File: src/rtl/interrupt_controller_if.sv
// interrupt_controller_if: CPU control-unit handshake bundle for the interrupt controller
//   pswValue             : live PSW (bit 23 interrupt enable, bits 15:0 line mask)
//   interruptAcknowledge : one-cycle pulse, request taken
//   interruptRequest     : eligible interrupt pending
//   interruptPriority    : {1'b0, winning line index}
interface interrupt_controller_if;
  logic [31:0] pswValue;
  logic        interruptAcknowledge;
  logic        interruptRequest;
  logic [4:0]  interruptPriority;
  modport master (
    input  pswValue, interruptAcknowledge,
    output interruptRequest, interruptPriority
  );
  modport slave (
    output pswValue, interruptAcknowledge,
    input  interruptRequest, interruptPriority
  );
endinterface

File: src/rtl/interrupt_controller.sv
// interrupt_controller: synchronises 16 IRQ lines and raises one prioritised request to the CPU
//   clock          : system clock, rising edge
//   reset          : asynchronous active-low reset
//   interruptLines : asynchronous level-sensitive IRQ lines
//   pendingLines   : synchronised line levels for readback
//   irq_bus        : PSW input and request/acknowledge handshake
module interrupt_controller #(
  parameter int SYNC_STAGES = 2
) (
  input  logic                   clock,
  input  logic                   reset,
  input  logic [15:0]            interruptLines,
  output logic [15:0]            pendingLines,
  interrupt_controller_if.master irq_bus
);
  typedef enum logic [1:0] {IDLE, REQUEST, BLANK} state_t;
  state_t state_q, state_d;
  logic [SYNC_STAGES-1:0][15:0] sync_q, sync_d;
  logic        req_q, req_d;
  logic [4:0]  prio_q, prio_d;
  logic [15:0] eligible;
  logic [3:0]  winner;
  always_comb begin
    sync_d = {sync_q[SYNC_STAGES-2:0], interruptLines};
    eligible = irq_bus.pswValue[23] ? (sync_q[SYNC_STAGES-1] & irq_bus.pswValue[15:0]) : 16'h0;
    winner = 4'd0;
    for (int i = 0; i < 16; i++) if (eligible[i]) winner = 4'(i);
    state_d = state_q;
    req_d = req_q;
    prio_d = prio_q;
    case (state_q)
      IDLE: if (|eligible) begin
        state_d = REQUEST;
        req_d = 1'b1;
        prio_d = {1'b0, winner};
      end
      REQUEST: begin
        // acknowledge wins over a same-cycle withdrawal; priority keeps the acknowledged value
        if (irq_bus.interruptAcknowledge) begin
          state_d = BLANK;
          req_d = 1'b0;
        end else if (~|eligible) begin
          state_d = IDLE;
          req_d = 1'b0;
        end else prio_d = {1'b0, winner};
      end
      // one quiet cycle so the handler-entry PSW write is visible before re-evaluation
      default: state_d = IDLE;
    endcase
  end
  always_ff @(posedge clock or negedge reset) begin
    if (!reset) begin
      state_q <= IDLE;
      sync_q <= '0;
      req_q <= 1'b0;
      prio_q <= 5'd0;
    end else begin
      state_q <= state_d;
      sync_q <= sync_d;
      req_q <= req_d;
      prio_q <= prio_d;
    end
  end
  assign pendingLines = sync_q[SYNC_STAGES-1];
  assign irq_bus.interruptRequest = req_q;
  assign irq_bus.interruptPriority = prio_q;
endmodule

File: src/flat_wrapper.sv
// flat-port wrapper written by rule: the top's interface ports become plain ports
module interrupt_controller_flat 
#(
  parameter int SYNC_STAGES = 2
)
  (clock, reset, interruptLines, pendingLines, irq_bus_pswValue, irq_bus_interruptAcknowledge, irq_bus_interruptRequest, irq_bus_interruptPriority);
  interrupt_controller_if irq_bus_i ();
  input  logic clock;
  input  logic reset;
  input  logic [15:0] interruptLines;
  output logic [15:0] pendingLines;
  input wire logic [$bits(irq_bus_i.pswValue)-1:0] irq_bus_pswValue;
  input wire logic [$bits(irq_bus_i.interruptAcknowledge)-1:0] irq_bus_interruptAcknowledge;
  output wire logic [$bits(irq_bus_i.interruptRequest)-1:0] irq_bus_interruptRequest;
  output wire logic [$bits(irq_bus_i.interruptPriority)-1:0] irq_bus_interruptPriority;
  assign irq_bus_i.pswValue = irq_bus_pswValue;
  assign irq_bus_i.interruptAcknowledge = irq_bus_interruptAcknowledge;
  assign irq_bus_interruptRequest = irq_bus_i.interruptRequest;
  assign irq_bus_interruptPriority = irq_bus_i.interruptPriority;
  interrupt_controller #(.SYNC_STAGES(SYNC_STAGES)) u_core (.clock(clock), .reset(reset), .interruptLines(interruptLines), .pendingLines(pendingLines), .irq_bus(irq_bus_i));
endmodule
File: config.mk
export PLATFORM = sky130hd
export DESIGN_NAME = interrupt_controller_flat
export DESIGN_NICKNAME = d
export VERILOG_FILES = /design/src/rtl/interrupt_controller_if.sv /design/src/rtl/interrupt_controller.sv /design/src/flat_wrapper.sv
export SDC_FILE = /design/constraint.sdc
export NUM_CORES = 1
export LEC_CHECK = 0
export CAP_MARGIN = 20
export CORE_MARGIN = 3
export CORE_UTILIZATION = 25
export DETAILED_ROUTE_END_ITERATION = 12
export GPL_TIMING_DRIVEN = 0
export PLACE_DENSITY = 0.55
export RECOVER_POWER = 50
export SKIP_CTS_REPAIR_TIMING = 1
export SYNTH_ARGS = -nofsm -noshare
export SYNTH_HDL_FRONTEND = slang
export SYNTH_SLANG_ARGS = --single-unit
File: constraint.sdc
create_clock -name clock -period 1.9 [get_ports clock]
set_input_delay 0.475 -clock clock [delete_from_list [all_inputs] [get_ports clock]]
set_output_delay 0.475 -clock clock [all_outputs]
set_load 0.05 [all_outputs]
==> impl_metrics.csv <==
group,metric,value,unit
global_routing,gr-total-overflow,0,
die,initial_core_util,26.1,%
cells_and_area,drive_gt1_share,11.7,%
cells_and_area,final_nets,212,
sta,setup_ws,111,ps
cts,clk_path_buf_depth,2,
routing,wl,3.41,mm
cells_and_area,n_antenna_cell,0,
power,vdd.ir_drop.worst,0.000319,V
logic_synthesis,postSynthCellCount,98,
sta,hold_viol,0,
sta,fin_crit,1790,ps
critical_path,cpPeakStageDelay,520,ps
power,power_density,1010,mW/mm^2
flow_run,cap_violations,0,
place,dp_cells,224,
die,dieHeight,79.6,um
place,io_buffers,56,
sta,report.final.slew_viol_count,0,
critical_path,crit_path_end_kind,"register",
outcome,status,"complete, no violations",
sta,relSlewSlack,37.4,%
global_routing,antenna_found_initial,0,
sta,clock.fmax,0.559,GHz
place,pre_cts_ws,-271,ps
cts,cts_tree,"built",
logic_synthesis,ys_types,31,
critical_path,path_cells,"clkdlybuf4s50_1 -> nand2_1 -> a32o_1 -> a211o_1 -> o211a_1 -> o41ai_2",
global_routing,grt_use_total,10.8,%
cts,cts_sinks,39,
place,post_dp_cell_area,0.00200,mm^2
logic_synthesis,synth_seq_cells,39,
routing,num_vias,1022,
critical_path,start_kind,"primary input",
logic_synthesis,syn_area_per_cell,13.8,um^2
cts,clk_pin_slew,80,ps
global_routing,grt_pass1_vias,1053,
sta,hold_ws,305,ps
critical_path,cp_slowest_cell,"clkdlybuf4s50_1",
global_routing,grt_pass1_wl,5.17,mm
routing,drtPass1Iterations,4,
routing,wire_per_inst,14.7,um
cts,htreeDepth,2,
sta,worst_slew_pin_slew,939,ps
sta,fin_skew,9.05,ps
critical_path,crit_arrival,1980,ps
logic_synthesis,synth_nets,149,
routing,ant_nets,0,
sta,setup_viol,0,
routing,drtIter0Drc,37,
die,num_rows,26,
die,die_area,0.00633,mm^2
die,core,0.00517,mm^2
cells_and_area,instances_no_fill,232,
cells_and_area,finish.instance_area,0.00222,mm^2
sta,fin_crit_sh,94.1,%
critical_path,path_max_fanout,3,
cts,clkLatencyLatePin,290,ps
die,die_w,79.6,um
sta,fin_setup_tns,0,ps
die,ios,73,
cells_and_area,utilization,42.9,%
critical_path,crit_type,"primary input to register",
routing,viasPerCell,4.41,
routing,remaining_drc_errors,0,
place,finalWeightedCongestion,0.797,
cells_and_area,final_common_cell,"dfrtp_1",
cts,cts_buffers,5,
cells_and_area,layout_common_cells,"dfrtp_1, dlymetal6s2s_1, dlygate4sd3_1",
logic_synthesis,netlist_area,0.00135,mm^2
logic_synthesis,synth_warnings,0,
critical_path,required,2090,ps
global_routing,grt_max_degree,40,
worst_hold_path,hold_class,"primary input to async pin",
power,p_total,2.24,mW
place,dpl.hpwl,2.51,mm
logic_synthesis,ys_seq_area_share,72.2,%
cells_and_area,nFillCells,456,
power,power.leakage,1.12,nW
cells_and_area,synthToLayoutAreaGrowth,64.1,%
cts,root_buffer,"clkbuf_8",
[routing by layer]
| layer | vias to the layer above | wire length [um] | GRT usage, % |
|---|---|---|---|
| met1 | 491 | 1400 | 13.3 |
| li1 | 483 | - | - |
| met5 | - | 0 | 0 |
| met3 | 6 | 296 | 4.51 |
| met4 | 0 | 55 | 4.98 |
| met2 | 42 | 1660 | 16.4 |
[state kept, by name (all words and copies together) (netlist names)]
signal	flops
u_core.pendingLines	16
u_core.state_q	2
u_core.sync_d	16
u_core.irq_bus.interruptPriority	4
u_core.irq_bus.interruptRequest	1
[final cells by class]
class                      count  area, um^2  share of cell area, %
timing repair buffer          56         611                   27.5
multi-input combinational     55         390                   17.6
clock inverter                 3        67.6                   3.04
clock buffer                   5        68.8                   3.10
sequential                    39         976                   44.0
inverter                       3        11.3                  0.507
buffer                         1        7.51                  0.338
tap                           70        87.6                   3.95
[worst paths after layout]
check | endpoint | slack, ps | startpoint | depth (start not counted)
worst max-delay path | u_core.irq_bus.interruptPriority[0] | 110 | irq_bus_pswValue[11] | 6
worst min-delay path | u_core.state_q[0] | 310 | reset | 1
worst max register to register | u_core.irq_bus.interruptPriority[1] | 310 | u_core.pendingLines[10] | 5
worst min register to register | u_core.pendingLines[8] | 340 | u_core.sync_d[24] | 0
max in group asynchronous | u_core.sync_d[25] | 1000 | reset | 1
min in group clock | u_core.pendingLines[8] | 340 | u_core.sync_d[24] | 0
[cell usage after synthesis]
master    instances  area [um^2]
o211a_1           1         10.0
dfrtp_1          39          976
o22ai_1           1         6.26
a211o_1           2         17.5
o41ai_2           1         16.3
a22oi_1           8         60.1
inv_2             1         3.75
a31oi_1           1         6.26
nand2b_1          2         12.5
a22o_1            1         8.76
conb_1            1         3.75
and3_1            2         12.5
nand2_1          12         45.0
a22oi_2           1         12.5
nor2_1            3         11.3
a21o_1            1         7.51
a221oi_1          1         8.76
o21ai_2           1         8.76
a21oi_1           4         20.0
o21ai_1           1         5.00
nand3_1           1         5.00
a32o_1            2         20.0
buf_4             1         7.51
nand4_1           1         6.26
inv_1             2         7.51
nor2b_1           1         6.26
o211ai_1          1         7.51
a22o_2            1         10.0
o21ai_0           1         5.00
a41oi_1           2         17.5
nor3b_1           1         7.51
[cells by family after synthesis]
kind of cell           share of synthesized area (%)
AO/OA/AOI/OAI                                   18.3
buffers and inverters                           1.39
flip-flops                                      72.2
other                                          0.277
AND/OR/NAND/NOR                                 7.86
[worst max-delay path: cells and delay by family]
kind | cells | cell delay, ps
AO/OA/AOI/OAI | 4 | 920
buffers and inverters | 1 | 520
AND/OR/NAND/NOR | 1 | 70
[power by group]
part | internal (mW) | switching, mW | leakage [nW] | total (mW)
clock | 0.524 | 0.297 | 0.0644 | 0.820
sequential | 0.898 | 0.0403 | 0.458 | 0.939
combinational | 0.187 | 0.295 | 0.599 | 0.482
Note: power is estimated with default switching activity, not from simulation.
